`config.mk`:
```
export PLATFORM = sky130hd
export DESIGN_NAME = cfg_range_monitor
export DESIGN_NICKNAME = d
export VERILOG_FILES = /design/src/rtl/cfg_mon_pkg.sv /design/src/rtl/cfg_field_cmp.sv /design/src/rtl/cfg_range_monitor.sv
export SDC_FILE = /design/constraint.sdc
export NUM_CORES = 1
export LEC_CHECK = 0
export CAP_MARGIN = 40
export CORE_UTILIZATION = 53
export CTS_BUF_LIST = sky130_fd_sc_hd__clkbuf_4 sky130_fd_sc_hd__clkbuf_8 sky130_fd_sc_hd__clkbuf_16
export DETAILED_ROUTE_END_ITERATION = 7
export PLACE_DENSITY = 0.87
export SETUP_SLACK_MARGIN = 0.02
export SLEW_MARGIN = 20
export SYNTH_ARGS = -nofsm -noshare
export SYNTH_HDL_FRONTEND = slang
export SYNTH_SLANG_ARGS = --single-unit
```
`constraint.sdc`:
```
create_clock -name Clk -period 6.55 [get_ports Clk]
set_input_delay 1.31 -clock Clk [delete_from_list [all_inputs] [get_ports Clk]]
set_output_delay 1.31 -clock Clk [all_outputs]
set_load 0.05 [all_outputs]
```
`src/rtl/cfg_mon_pkg.sv`:
```
// Shared states, field indices and default limits for the
// configuration range monitor.
package cfg_mon_pkg;

  typedef enum logic [1:0] {
    ST_IDLE,
    ST_SETTLE,
    ST_OK,
    ST_FAULT
  } cfg_state_e;

  localparam int FLD_SLAVE_CNT = 0;
  localparam int FLD_AVE_DELAY = 1;

  localparam int DEF_SLAVE_CNT_MIN = 1;
  localparam int DEF_SLAVE_CNT_MAX = 30;
  localparam int DEF_AVE_DELAY_MIN = 50;
  localparam int DEF_AVE_DELAY_MAX = 70;

  // Counter width able to hold n-1 with one bit of headroom.
  function automatic int cnt_width(int n);
    return $clog2(n) + 1;
  endfunction

endpackage

```
`src/rtl/cfg_field_cmp.sv`:
```
// Inclusive unsigned range check of one configuration field.
// An inverted limit pair never counts as in range.
module cfg_field_cmp #(
  parameter int WIDTH = 8
) (
  input  logic [WIDTH-1:0] field_i,
  input  logic [WIDTH-1:0] min_i,
  input  logic [WIDTH-1:0] max_i,
  output logic             in_range_o,
  output logic             limit_err_o
);

  always_comb begin
    limit_err_o = min_i > max_i;
    in_range_o  = !limit_err_o
                  && (field_i >= min_i)
                  && (field_i <= max_i);
  end

endmodule

```
`src/rtl/cfg_range_monitor.sv`:
```
// Configuration qualifier: range/stability check with sticky faults.
// Optional settle timeout enabled by defining CFG_MON_TIMEOUT_EN.
module cfg_range_monitor
  import cfg_mon_pkg::*;
#(
  parameter int WIDTH          = 8,
  parameter int NUM_FIELDS     = 2,
  parameter int STABLE_CYCLES  = 4,
  parameter int TIMEOUT_CYCLES = 1024
) (
  input  logic                        Clk,
  input  logic                        Reset_n,
  input  logic                        Enable,
  input  logic                        ClearFault,
  input  logic [NUM_FIELDS*WIDTH-1:0] Fields,
  input  logic [NUM_FIELDS*WIDTH-1:0] MinLimit,
  input  logic [NUM_FIELDS*WIDTH-1:0] MaxLimit,
  output logic                        ConfigOK,
  output logic                        Fault,
  output logic [NUM_FIELDS-1:0]       FaultMask,
  output logic [NUM_FIELDS-1:0]       LimitErr,
  output logic                        Timeout
);

  localparam int CNT_W = cnt_width(STABLE_CYCLES);
  localparam logic [CNT_W-1:0] CNT_LAST =
    CNT_W'(STABLE_CYCLES - 1);

  cfg_state_e                  state_q, state_d;
  logic [CNT_W-1:0]            cnt_q, cnt_d;
  logic [NUM_FIELDS*WIDTH-1:0] fields_q, fields_d;
  logic [NUM_FIELDS-1:0]       mask_q, mask_d;
  logic [NUM_FIELDS-1:0]       in_range;
  logic                        tmo_q, tmo_d;
  logic                        all_in;
  logic                        qualify;
  logic                        settle_done;
  logic                        settle_expired;

  for (genvar i = 0; i < NUM_FIELDS; i++) begin : g_cmp
    cfg_field_cmp #(
      .WIDTH(WIDTH)
    ) u_cmp (
      .field_i    (fields_q[i*WIDTH +: WIDTH]),
      .min_i      (MinLimit[i*WIDTH +: WIDTH]),
      .max_i      (MaxLimit[i*WIDTH +: WIDTH]),
      .in_range_o (in_range[i]),
      .limit_err_o(LimitErr[i])
    );
  end

  // Stable means the live inputs match last cycle's sample.
  assign all_in      = &in_range;
  assign qualify     = all_in && (Fields == fields_q);
  assign settle_done = qualify && (cnt_q == CNT_LAST);

`ifdef CFG_MON_TIMEOUT_EN
  localparam int WAIT_W = cnt_width(TIMEOUT_CYCLES);
  localparam logic [WAIT_W-1:0] WAIT_LAST =
    WAIT_W'(TIMEOUT_CYCLES - 1);

  logic [WAIT_W-1:0] wait_q, wait_d;

  assign settle_expired = (state_q == ST_SETTLE)
                          && (wait_q == WAIT_LAST);

  always_comb begin
    wait_d = '0;
    if (state_q == ST_SETTLE && state_d == ST_SETTLE)
      wait_d = wait_q + WAIT_W'(1);
  end

  always_ff @(posedge Clk or negedge Reset_n) begin
    if (!Reset_n) wait_q <= '0;
    else          wait_q <= wait_d;
  end
`else
  assign settle_expired = 1'b0;
`endif

  always_comb begin
    state_d  = state_q;
    cnt_d    = '0;
    mask_d   = mask_q;
    tmo_d    = tmo_q;
    fields_d = Fields;
    unique case (state_q)
      ST_IDLE: state_d = ST_SETTLE;
      ST_SETTLE: begin
        if (settle_done) begin
          state_d = ST_OK;
        end else if (settle_expired) begin
          state_d = ST_FAULT;
          tmo_d   = 1'b1;
        end else if (qualify) begin
          cnt_d = cnt_q + CNT_W'(1);
        end
      end
      ST_OK: begin
        if (!all_in) begin
          state_d = ST_FAULT;
          mask_d  = mask_q | ~in_range;
        end
      end
      ST_FAULT: if (ClearFault) state_d = ST_SETTLE;
      default:  state_d = ST_IDLE;
    endcase
    if (!Enable) begin
      state_d = ST_IDLE;
      cnt_d   = '0;
      mask_d  = mask_q;
      tmo_d   = tmo_q;
    end
    if (ClearFault) begin
      mask_d = '0;
      tmo_d  = 1'b0;
    end
  end

  always_ff @(posedge Clk or negedge Reset_n) begin
    if (!Reset_n) begin
      state_q  <= ST_IDLE;
      cnt_q    <= '0;
      mask_q   <= '0;
      tmo_q    <= 1'b0;
      fields_q <= '0;
    end else begin
      state_q  <= state_d;
      cnt_q    <= cnt_d;
      mask_q   <= mask_d;
      tmo_q    <= tmo_d;
      fields_q <= fields_d;
    end
  end

  assign ConfigOK  = (state_q == ST_OK);
  assign Fault     = (state_q == ST_FAULT);
  assign FaultMask = mask_q;
  assign Timeout   = tmo_q;

endmodule

```
==> reports/metrics.yaml, run 1 <==
dieWidth_um: 65.67
cts_setup_buffers: 0
fillCellCount: 279
met1_usage_pct: 30.02
grtUsageMet2_pct: 42.86
placed_cell_area_mm2: 0.002771
drcViolationCount: 0
cp.arrival_ns: 3.49
post_cts_resized: 0
fmax_mhz: 208.5
drv_slew: 0
finalCritPeriodShare_pct: 73.21
yosys_warnings: 0
die_h_um: 65.67
status: "finished, final reports clean"
via_count: 1764
max_cap_violations: 0
tritoncts: "built"
insertedDiodeCount: 0
hold_viol: 0
syn_to_final_growth_pct: 31.28
netlist_instances: 222
final_core_util_pct: 74.78
synth-seq-cells: 23
cpPeakStageDelay_ns: 0.70
cp_slowest_cell: "clkdlybuf4s50_1"
path_clk_slew_ns: 0.07
grtUsageTotal_pct: 23.73
cp-end-kind: "output pin"
seq_area_frac_synth_pct: 26.79
setup_violations: 0
crit_chain: "clkdlybuf4s50_1, inv_1, ha_1, nor2b_1, o211ai_1, a21oi_1, o22ai_1, inv_1, clkdlybuf4s50_1"
grt_busiest_layer: "met2"
ir_drop_mv: 0.1742
grt_pass1_wl_um: 7955
grt_util_met3_pct: 4.514
cp_max_fo: 2
seq_area_um2: 575.6
nNetsFinal: 388
synthTopCellsByArea: "ha_1 (31%), dfrtp_1 (27%), inv_1 (6.8%)"
rows: 22
globalplace.congestion: 0.9042
max_slew_margin_pct: 66.51
layout.cells.non_filler: 329
worstHoldPathCells: 1
synth_compound_area_share_pct: 14.68
ant_nets: 0
dieArea_mm2: 0.004312
syn_area_per_cell_um2: 9.677
yosysTopAreaCellShare_pct: 31.45
dp.final_hpwl_um: 4043
grt_overflow: 0
clock_sinks: 23
final_area_mm2: 0.002820
start_util_pct: 56.97
viasPerCell: 5.362
multi_input_area_mm2: 0.001404
core-area_mm2: 0.003771
setup_tns_ns: 0
rr_worst_depth: 10
clockRootBuffer: "clkbuf_8"
drt_iter0_drc: 62
htree_levels: 1
critPathRequiredTime_ns: 5.24
p_leak_uw: 0.001384
placedCellCount: 325
synthSimpleGateAreaFrac_pct: 11.59
synth_adder_area_share_pct: 31.45
clockBufferDepth: 2
clk_latency_ns: 0.26
worstSetupPathType: "primary input to output pin"
hold_class: "register to register"
startpoint_type: "primary input"
fin_skew_ns: 0.008224
synth_top_area_cell: "ha_1"
synth_fp_nets: 328
tightest_slew_ns: 0.5008
rsz0062_at_grt: "no"
p_per_area_mw_per_mm2: 163.8
yosys-mux-area-fraction_pct: 0.9319
timing.final.crit_period_ns: 4.795
grt_max_degree: 16
netlist_area_mm2: 0.002148
wl_per_cell_um: 14.09
io_pins: 59
drt_pass1_iterations: 4
drive_above_1_share_pct: 3.559
cts_hold_buf: 0
grt_pass1_vias: 1799
yosysUniqueCellTypes: 36
antenna_found_initial: 0
port_buffers: 57
synth-xor-area-share_pct: 6.523
numCtsBuffers: 3
routed_wl_um: 4635
synth_top_family_by_area: "adder cells"
[synth_stat cells]
| library cell | instances |
|---|---|
| o21a_1 | 1 |
| ha_1 | 54 |
| and4b_1 | 1 |
| and2_1 | 1 |
| nor2_1 | 4 |
| a21oi_1 | 17 |
| buf_4 | 3 |
| nand2_1 | 7 |
| a2bb2oi_1 | 1 |
| nor4_1 | 4 |
| a221o_1 | 1 |
| nand3b_1 | 1 |
| o21ai_1 | 1 |
| inv_1 | 39 |
| o311ai_4 | 1 |
| mux2i_1 | 2 |
| conb_1 | 1 |
| o211ai_2 | 1 |
| a21o_1 | 1 |
| nand2b_1 | 3 |
| nor2b_1 | 7 |
| nand2b_4 | 1 |
| nand4_1 | 9 |
| nor4_2 | 1 |
| or3_1 | 1 |
| o21ai_0 | 5 |
| dfrtp_1 | 23 |
| xor2_1 | 16 |
| a31oi_1 | 2 |
| o22ai_1 | 3 |
| o2111a_1 | 2 |
| a2111oi_4 | 1 |
| o211ai_1 | 4 |
| nor3b_1 | 1 |
| a211oi_1 | 1 |
| o22a_1 | 1 |
[state kept, by name, indices dropped and copies added (netlist names)]
name       cells
fields_q      16
FaultMask      2
state_q        2
cnt_q          3
[power by group]
part	switching [uW]	internal (uW)	leakage (uW)
sequential	12.9	154	0.000282
clock	43.7	47.5	0.0000262
combinational	105	98.8	0.00108
total	162	300	0.00138
[critical path: cells and delay by family]
kind / cells / cell delay, ns
buffers and inverters: 4 / 1.27
AOI/OAI and AO/OA: 3 / 0.50
and+or+nand+nor: 1 / 0.13
adders and majority gates: 1 / 0.28
[cells in the final DEF, fill, tap and decap left out, types with 2 or more instances in the layout]
master           instances
nand4_1                  9
o21ai_0                  5
o2111a_1                 2
nor4_1                   4
inv_1                   39
nor2b_1                  7
nand2b_1                 3
o211ai_1                 4
ha_1                    54
clkbuf_8                 3
nand2_1                  7
nor2_1                   4
a21oi_1                 17
a31oi_1                  2
mux2i_1                  2
clkdlybuf4s50_1         57
dfrtp_1                 23
o22ai_1                  3
xor2_1                  16
[metal layers]
metal	up-vias	share of wire, %
met4	0	0.22
met2	33	52
met3	2	3.8
li1	901	-
met1	828	44
met5	-	0
[logic make-up after synthesis]
group,count (synthesis)
AO/OA/AOI/OAI,43
XOR/XNOR,16
adder cells (fa/ha/maj),54
buffers and inverters,42
flip-flops,23
multiplexers,2
other,1
AND/OR/NAND/NOR,41
[through the flow]
stage          worst slack [ns]  hold WS [ns]  total power (uW)
2_1_floorplan             2.807        0.4091             297.1
3_3_place_gp              1.768        0.4180             362.5
3_5_place_dp              1.766        0.4337             371.8
4_1_cts                   1.759        0.4455             464.2
5_1_grt                   1.600        0.4657             493.9
6_report                  1.755        0.4404             461.9
[layout make-up]
| class | count | share of cell area (%) |
|---|---|---|
| clock buffers | 4 | 1.730 |
| flip-flops and latches | 23 | 20.41 |
| inverters | 39 | 5.191 |
| multi-input cells | 157 | 49.78 |
| well taps | 48 | 2.130 |
| repair buffers | 58 | 20.76 |
[worst paths after layout]
check                                  from            to  slack (ns)
worst min register to register     cnt_q[0]      cnt_q[0]        0.44
worst min-delay path               cnt_q[0]      cnt_q[0]        0.44
max in group asynchronous           Reset_n  fields_q[10]        4.74
worst max register to register  fields_q[0]      cnt_q[1]        4.07
min in group asynchronous           Reset_n    state_q[0]        1.35
worst max-delay path            MaxLimit[1]   LimitErr[0]        1.75
Note: power is estimated with default switching activity, not from simulation.
==> run 2, diff against run 1 <==
Settings changed: CORE_UTILIZATION 53 to 49, PLACE_DENSITY 0.87 to 0.81.
Clock period 6.55 ns to 4.5 ns, I/O delays scaled along.
==> run 2 against run 1 <==
Clock skew is 0.0015 ns lower. Final area unchanged. First-iteration DRC count down 3.2%. Die area up 7.9%. Global-route usage down 2.2 points. Sequential share of layout area did not move. Critical path depth unchanged. Count of clock-buffer cells in the layout is 1 lower. Clock power rose by 38%.
==> reports/metrics.yaml, run 2 (synthesis gave the netlist of run 1 again) <==
status: "finished, final reports clean"
die_h_um: 68.22  # +3.9%
insertedDiodeCount: 0  # unchanged
timing.final.crit_period_ns: 3.991
cp_top_family: "buffers and inverters"
startpoint_type: "primary input"
start_util_pct: 52.20  # -4.8 points
drv_slew: 0  # unchanged
post_cts_resized: 0  # unchanged
syn_to_final_growth_pct: 31.28  # unchanged
ir_drop_mv: 0.2314  # +33%
hold_class: "register to register"
dp.final_hpwl_um: 3902  # -3.5%
setup_violations: 0  # unchanged
hold_viol: 0  # unchanged
drcViolationCount: 0  # unchanged
p_leak_uw: 0.001383  # about the same
grt_max_degree: 16  # unchanged
path_clk_slew_ns: 0.08  # about the same
setup_ws_ns: 0.5094  # -1.245 ns
wl_per_cell_um: 13.65  # -3.1%
p_comb_share_pct: 44.0  # about the same
drive_above_1_share_pct: 3.559  # unchanged
path_buf_inv: 4  # unchanged
cts_hold_buf: 0  # unchanged
net-switching-power_uw: 231.7  # +43%
io_pins: 59  # unchanged
cpPeakStageDelay_ns: 0.70  # about the same
numCtsBuffers: 3  # unchanged
p_seq_share_pct: 36.9  # +0.8 points
clockBufferDepth: 2  # unchanged
grt_pass1_wl_um: 7479  # -6.0%
fmax_mhz: 250.6
via_count: 1727  # -2.1%
critPathRequiredTime_ns: 3.60  # -1.64 ns
grt_pass1_vias: 1683  # -6.4%
nNetsFinal: 388  # unchanged
preCtsSetupSlack_ns: 0.5103  # -1.256 ns
cp_slowest_cell: "clkdlybuf4s50_1"
cts_setup_buffers: 0  # unchanged
top_register: "fields_q"
max_slew_margin_pct: 66.53  # about the same
intPower_uw: 428.3  # +43%
ant_nets: 0  # unchanged
clk_latency_ns: 0.26  # about the same
rsz0062_at_grt: "no"
finalCritPeriodShare_pct: 88.68
viasPerCell: 5.218  # -2.7%
cp_max_fo: 2  # unchanged
port_buffers: 57  # unchanged
grt_overflow: 0  # unchanged
final_area_mm2: 0.002820  # unchanged
dieArea_mm2: 0.004653  # +7.9%
htree_levels: 1  # unchanged
tightest_slew_ns: 0.5004  # -0.0004146 ns
largest_reg_flops: 16  # unchanged
core-area_mm2: 0.004115  # +9.1%
worstSetupPathType: "primary input to output pin"
grtUsageTotal_pct: 21.55  # -2.2 points
crit_chain: "clkdlybuf4s50_1, inv_1, ha_1, nor2b_1, o211ai_1, a21oi_1, o22ai_1, inv_1, clkdlybuf4s50_1"
tritoncts: "built"
globalplace.congestion: 0.8633  # -4.5%
dieWidth_um: 68.22  # +3.9%
reg.largest.list: "fields_q (16), cnt_q (3)"
drt_pass1_iterations: 4  # unchanged
setup_tns_ns: 0  # unchanged
placed_cell_area_mm2: 0.002774  # about the same
clock_sinks: 23  # unchanged
cp-end-kind: "output pin"
switching_share_pct: 35.11  # +0.12 points
max_cap_violations: 0  # unchanged
clockRootBuffer: "clkbuf_8"
routed_wl_um: 4517  # -2.5%
drt_iter0_drc: 60  # -3.2%
rows: 23  # +4.5%
power.share.clock_pct: 19.1  # -0.6 points
final_cell_mix: "clkdlybuf4s50_1 (57), ha_1 (54), inv_1 (39)"
cp.arrival_ns: 3.09  # -0.40 ns
fin_skew_ns: 0.006707  # -0.001517 ns
mostFrequentLayoutCell: "clkdlybuf4s50_1"
antenna_found_initial: 0  # unchanged
p_per_area_mw_per_mm2: 234.0  # +43%
## run 2: cell count changes in the layout (fill, tap and decap cells not counted), sizes merged
| cell | before | now |
|---|---|---|
| clkinv | 0 | 1 |
| clkbuf | 4 | 3 |
## run 2: final timing paths
path,startpoint,endpoint,slack (ns),depth (start not counted)
worst max-delay path,MaxLimit[1],LimitErr[0],0.51,9
worst max register to register,fields_q[0],state_q[0],1.98,10
max in group asynchronous,Reset_n,fields_q[9],3.10,2
worst min-delay path,cnt_q[0],cnt_q[0],0.45,1
worst min register to register,cnt_q[0],cnt_q[0],0.45,1
min in group asynchronous,Reset_n,state_q[1],0.94,1
## run 2: power by group through the flow
stage	clock [uW]	combinational (uW)	sequential [uW]
floorplan	0	182	250
global placement	0	280	246
detailed placement	0	290	247
CTS	129	292	243
global route	139	324	247
finish	126	291	243
## run 2: worst register-to-register path, stage by stage (launching register included)
cell and delay, ns:
dfrtp_1 0.39, inv_1 0.08, ha_1 0.22, nand2b_4 0.15
a2111oi_4 0.34, nor3b_1 0.09, o2111a_1 0.27, o311ai_4 0.34
nor4_2 0.13, o211ai_2 0.22, mux2i_1 0.21
## run 2: final cells by class
cell class / instances / area (um^2)
Timing Repair Buffer: 58 / 585.6
Inverter: 39 / 146.4
Tap cell: 50 / 62.56
Clock inverter: 1 / 5.005
Fill cell: 355 / 1295
Multi-Input combinational cell: 157 / 1404
Clock buffer: 3 / 41.29
Sequential cell: 23 / 575.6
## run 2: layer usage
layer / wire length, um / up-vias / GRT usage, % / part of all wire [%]
li1: - / 895 / - / -
met1: 2140 / 793 / 29.01 / 47
met2: 2159 / 39 / 36.89 / 48
met3: 217 / 0 / 4.333 / 4.8
met4: 0 / 0 / 1.302 / 0
met5: 0 / - / 0 / 0
## run 2: stage by stage
step                hold WS (ns)  power (uW)  cells  utilization, %
detailed placement        0.4413       536.3    327           67.41
finish                    0.4490       660.0    331           68.53
CTS                       0.4528       664.5    331           68.53
global placement          0.4249       526.7    326           67.04
global route              0.4701       709.2    331           68.53
floorplan                 0.4091       432.4    222               -
==> run 3, diff against run 2 <==
Settings changed: ABC_CLOCK_PERIOD_IN_PS set to 4500, CELL_PAD_IN_SITES_DETAIL_PLACEMENT set to 1, CELL_PAD_IN_SITES_GLOBAL_PLACEMENT set to 1, CORE_UTILIZATION 49 to 37, PLACE_DENSITY 0.81 to unset, PLACE_DENSITY_LB_ADDON set to 0.1.
==> run 3 against run 2 <==
Critical path depth did not move. Critical endpoint unchanged. Via count rose by 2.1%. Utilization down 17 points. Non-clock buffer count unchanged.
==> reports/metrics.yaml, run 3 (synthesis gave the netlist of run 1 again) <==
hold_class: "register to register"
antenna_found_initial: 0  # unchanged
status: "finished, final reports clean"
ir_drop_mv: 0.1941  # -16%
fmax_mhz: 248.3  # -0.92%
p_leak_uw: 0.001383  # unchanged
timing.final.crit_period_ns: 4.028  # +0.03705 ns
setup_violations: 0  # unchanged
hp-start: "cnt_q[0]"
drt_iter0_drc: 44  # -27%
grt_pass1_vias: 1865  # +11%
post_cts_resized: 0  # unchanged
hold_viol: 0  # unchanged
drv_slew: 0  # unchanged
grtUsageTotal_pct: 17.95  # -3.6 points
net-switching-power_uw: 235.1  # +1.5%
top_register: "fields_q"
p_per_area_mw_per_mm2: 233.3  # -0.32%
wl_per_cell_um: 14.34  # +5.1%
reg.largest.list: "fields_q (16), cnt_q (3)"
drcViolationCount: 0  # unchanged
via_count: 1763  # +2.1%
max_cap_violations: 0  # unchanged
cpPeakStageDelay_ns: 0.70  # about the same
core-area_mm2: 0.005540  # +35%
dieWidth_um: 78.20  # +15%
io_pins: 59  # unchanged
worstHoldPathCells: 1  # unchanged
cp-end-kind: "output pin"
p_seq_share_pct: 36.8  # about the same
syn_to_final_growth_pct: 32.56
rsz0062_at_grt: "no"
cp.arrival_ns: 3.13  # +0.04 ns
rr_worst_depth: 10  # unchanged
r2r-start: "fields_q[0]"
drive_above_1_share_pct: 3.559  # unchanged
power.share.clock_pct: 18.6  # -0.5 points
numCtsBuffers: 3  # unchanged
insertedDiodeCount: 0  # unchanged
cts_setup_buffers: 0  # unchanged
finalCritPeriodShare_pct: 89.50  # +0.82 points
cp_top_family: "buffers and inverters"
cp_slowest_cell: "clkdlybuf4s50_1"
nNetsFinal: 388  # unchanged
tightest_slew_ns: 0.5038  # +0.003401 ns
die_h_um: 78.20  # +15%
intPower_uw: 429.3  # +0.22%
clock_sinks: 23  # unchanged
mostFrequentLayoutCell: "clkdlybuf4s50_1"
cts_hold_buf: 0  # unchanged
largest_reg_flops: 16  # unchanged
viasPerCell: 4.994  # -4.3%
startpoint_type: "primary input"
dieArea_mm2: 0.006115  # +31%
final_cell_mix: "clkdlybuf4s50_1 (57), ha_1 (54), inv_1 (39)"
worstSetupPathType: "primary input to output pin"
setup_tns_ns: 0  # unchanged
path_buf_inv: 4  # unchanged
globalplace.congestion: 0.8033  # -7.0%
ff2ff_setup_slack_ns: 1.98  # about the same
start_util_pct: 38.78  # -13 points
cp_max_fo: 2  # unchanged
rows: 27  # +17%
hold_slack_ns: 0.4332  # -0.01581 ns
max_slew_margin_pct: 66.31  # -0.23 points
critPathRequiredTime_ns: 3.60  # about the same
clockRootBuffer: "clkbuf_8"
crit_chain: "clkdlybuf4s50_1, inv_1, ha_1, nor2b_1, o211ai_1, a21oi_1, o22ai_1, inv_1, clkdlybuf4s50_1"
clk_latency_ns: 0.26  # about the same
port_buffers: 57  # unchanged
routed_wl_um: 5062  # +12%
drt_pass1_iterations: 4  # unchanged
p_comb_share_pct: 44.5  # +0.5 points
tritoncts: "built"
grt_overflow: 0  # unchanged
clockBufferDepth: 2  # unchanged
switching_share_pct: 35.39  # +0.28 points
dp.final_hpwl_um: 4535  # +16%
r2r_end: "state_q[0]"
ant_nets: 0  # unchanged
grt_pass1_wl_um: 8631  # +15%
grt_max_degree: 15  # -1
fin_skew_ns: 0.007910  # +0.001203 ns
whs_endpoint: "cnt_q[0]"
htree_levels: 1  # unchanged
path_clk_slew_ns: 0.08  # about the same
-- run 3: cell counts in the layout (fill, tap and decap cells not counted) --
No cell type changed its count.
-- run 3: layout make-up --
class                   instances  area (um^2)
clock buffers                   3        41.29
clock inverters                 1        5.005
fillers                       648         2693
inverters                      39        146.4
multi-input cells             157         1404
flip-flops and latches         23        575.6
well taps                      72        90.09
repair buffers                 58        585.6
-- run 3: worst register-to-register path: stages (launching register included) --
cell,delay (ns)
dfrtp_1,0.40
inv_1,0.09
ha_1,0.23
nand2b_4,0.14
a2111oi_4,0.33
nor3b_1,0.09
o2111a_1,0.27
o311ai_4,0.32
nor4_2,0.12
o211ai_2,0.22
mux2i_1,0.24
-- run 3: stage by stage --
step                util (%)  instance area, um^2  power, uW  setup WS (ns)  instances
floorplan                  -                 2148      432.4          1.577        222
global placement       50.29                 2786      535.8         0.4997        348
detailed placement     50.56                 2801      547.2         0.4772        349
CTS                    51.40                 2848      677.2         0.4757        353
global route           51.40                 2848      717.1         0.2909        353
finish                 51.40                 2848      664.3         0.4724        353
-- run 3: per-layer routing --
metal | vias up | routed length (um) | track usage (%)
met2 | 40 | 2323 | 30.88
li1 | 898 | - | -
met1 | 823 | 2455 | 23.64
met5 | - | 0 | 0
met3 | 2 | 254 | 3.837
met4 | 0 | 29 | 2.037
-- run 3: worst max path at each step --
| stage | from | end | slack, ns | cells past startpoint |
|---|---|---|---|---|
| after global routing | MaxLimit[1] | LimitErr[0] | 0.29 | 9 |
| final | MaxLimit[1] | LimitErr[0] | 0.47 | 9 |
| after floorplan | MaxLimit[1] | LimitErr[0] | 1.58 | 8 |
| after global placement | MaxLimit[1] | LimitErr[0] | 0.50 | 9 |
| after CTS | MaxLimit[1] | LimitErr[0] | 0.48 | 9 |
| after detailed placement | MaxLimit[1] | LimitErr[0] | 0.48 | 9 |
-- run 3: power groups by stage --
stage               combinational (uW)  sequential (uW)  clock, uW
floorplan                          182              250          0
global route                       330              247        140
detailed placement                 299              249          0
CTS                                301              245        131
finish                             296              245        124
global placement                   288              248          0
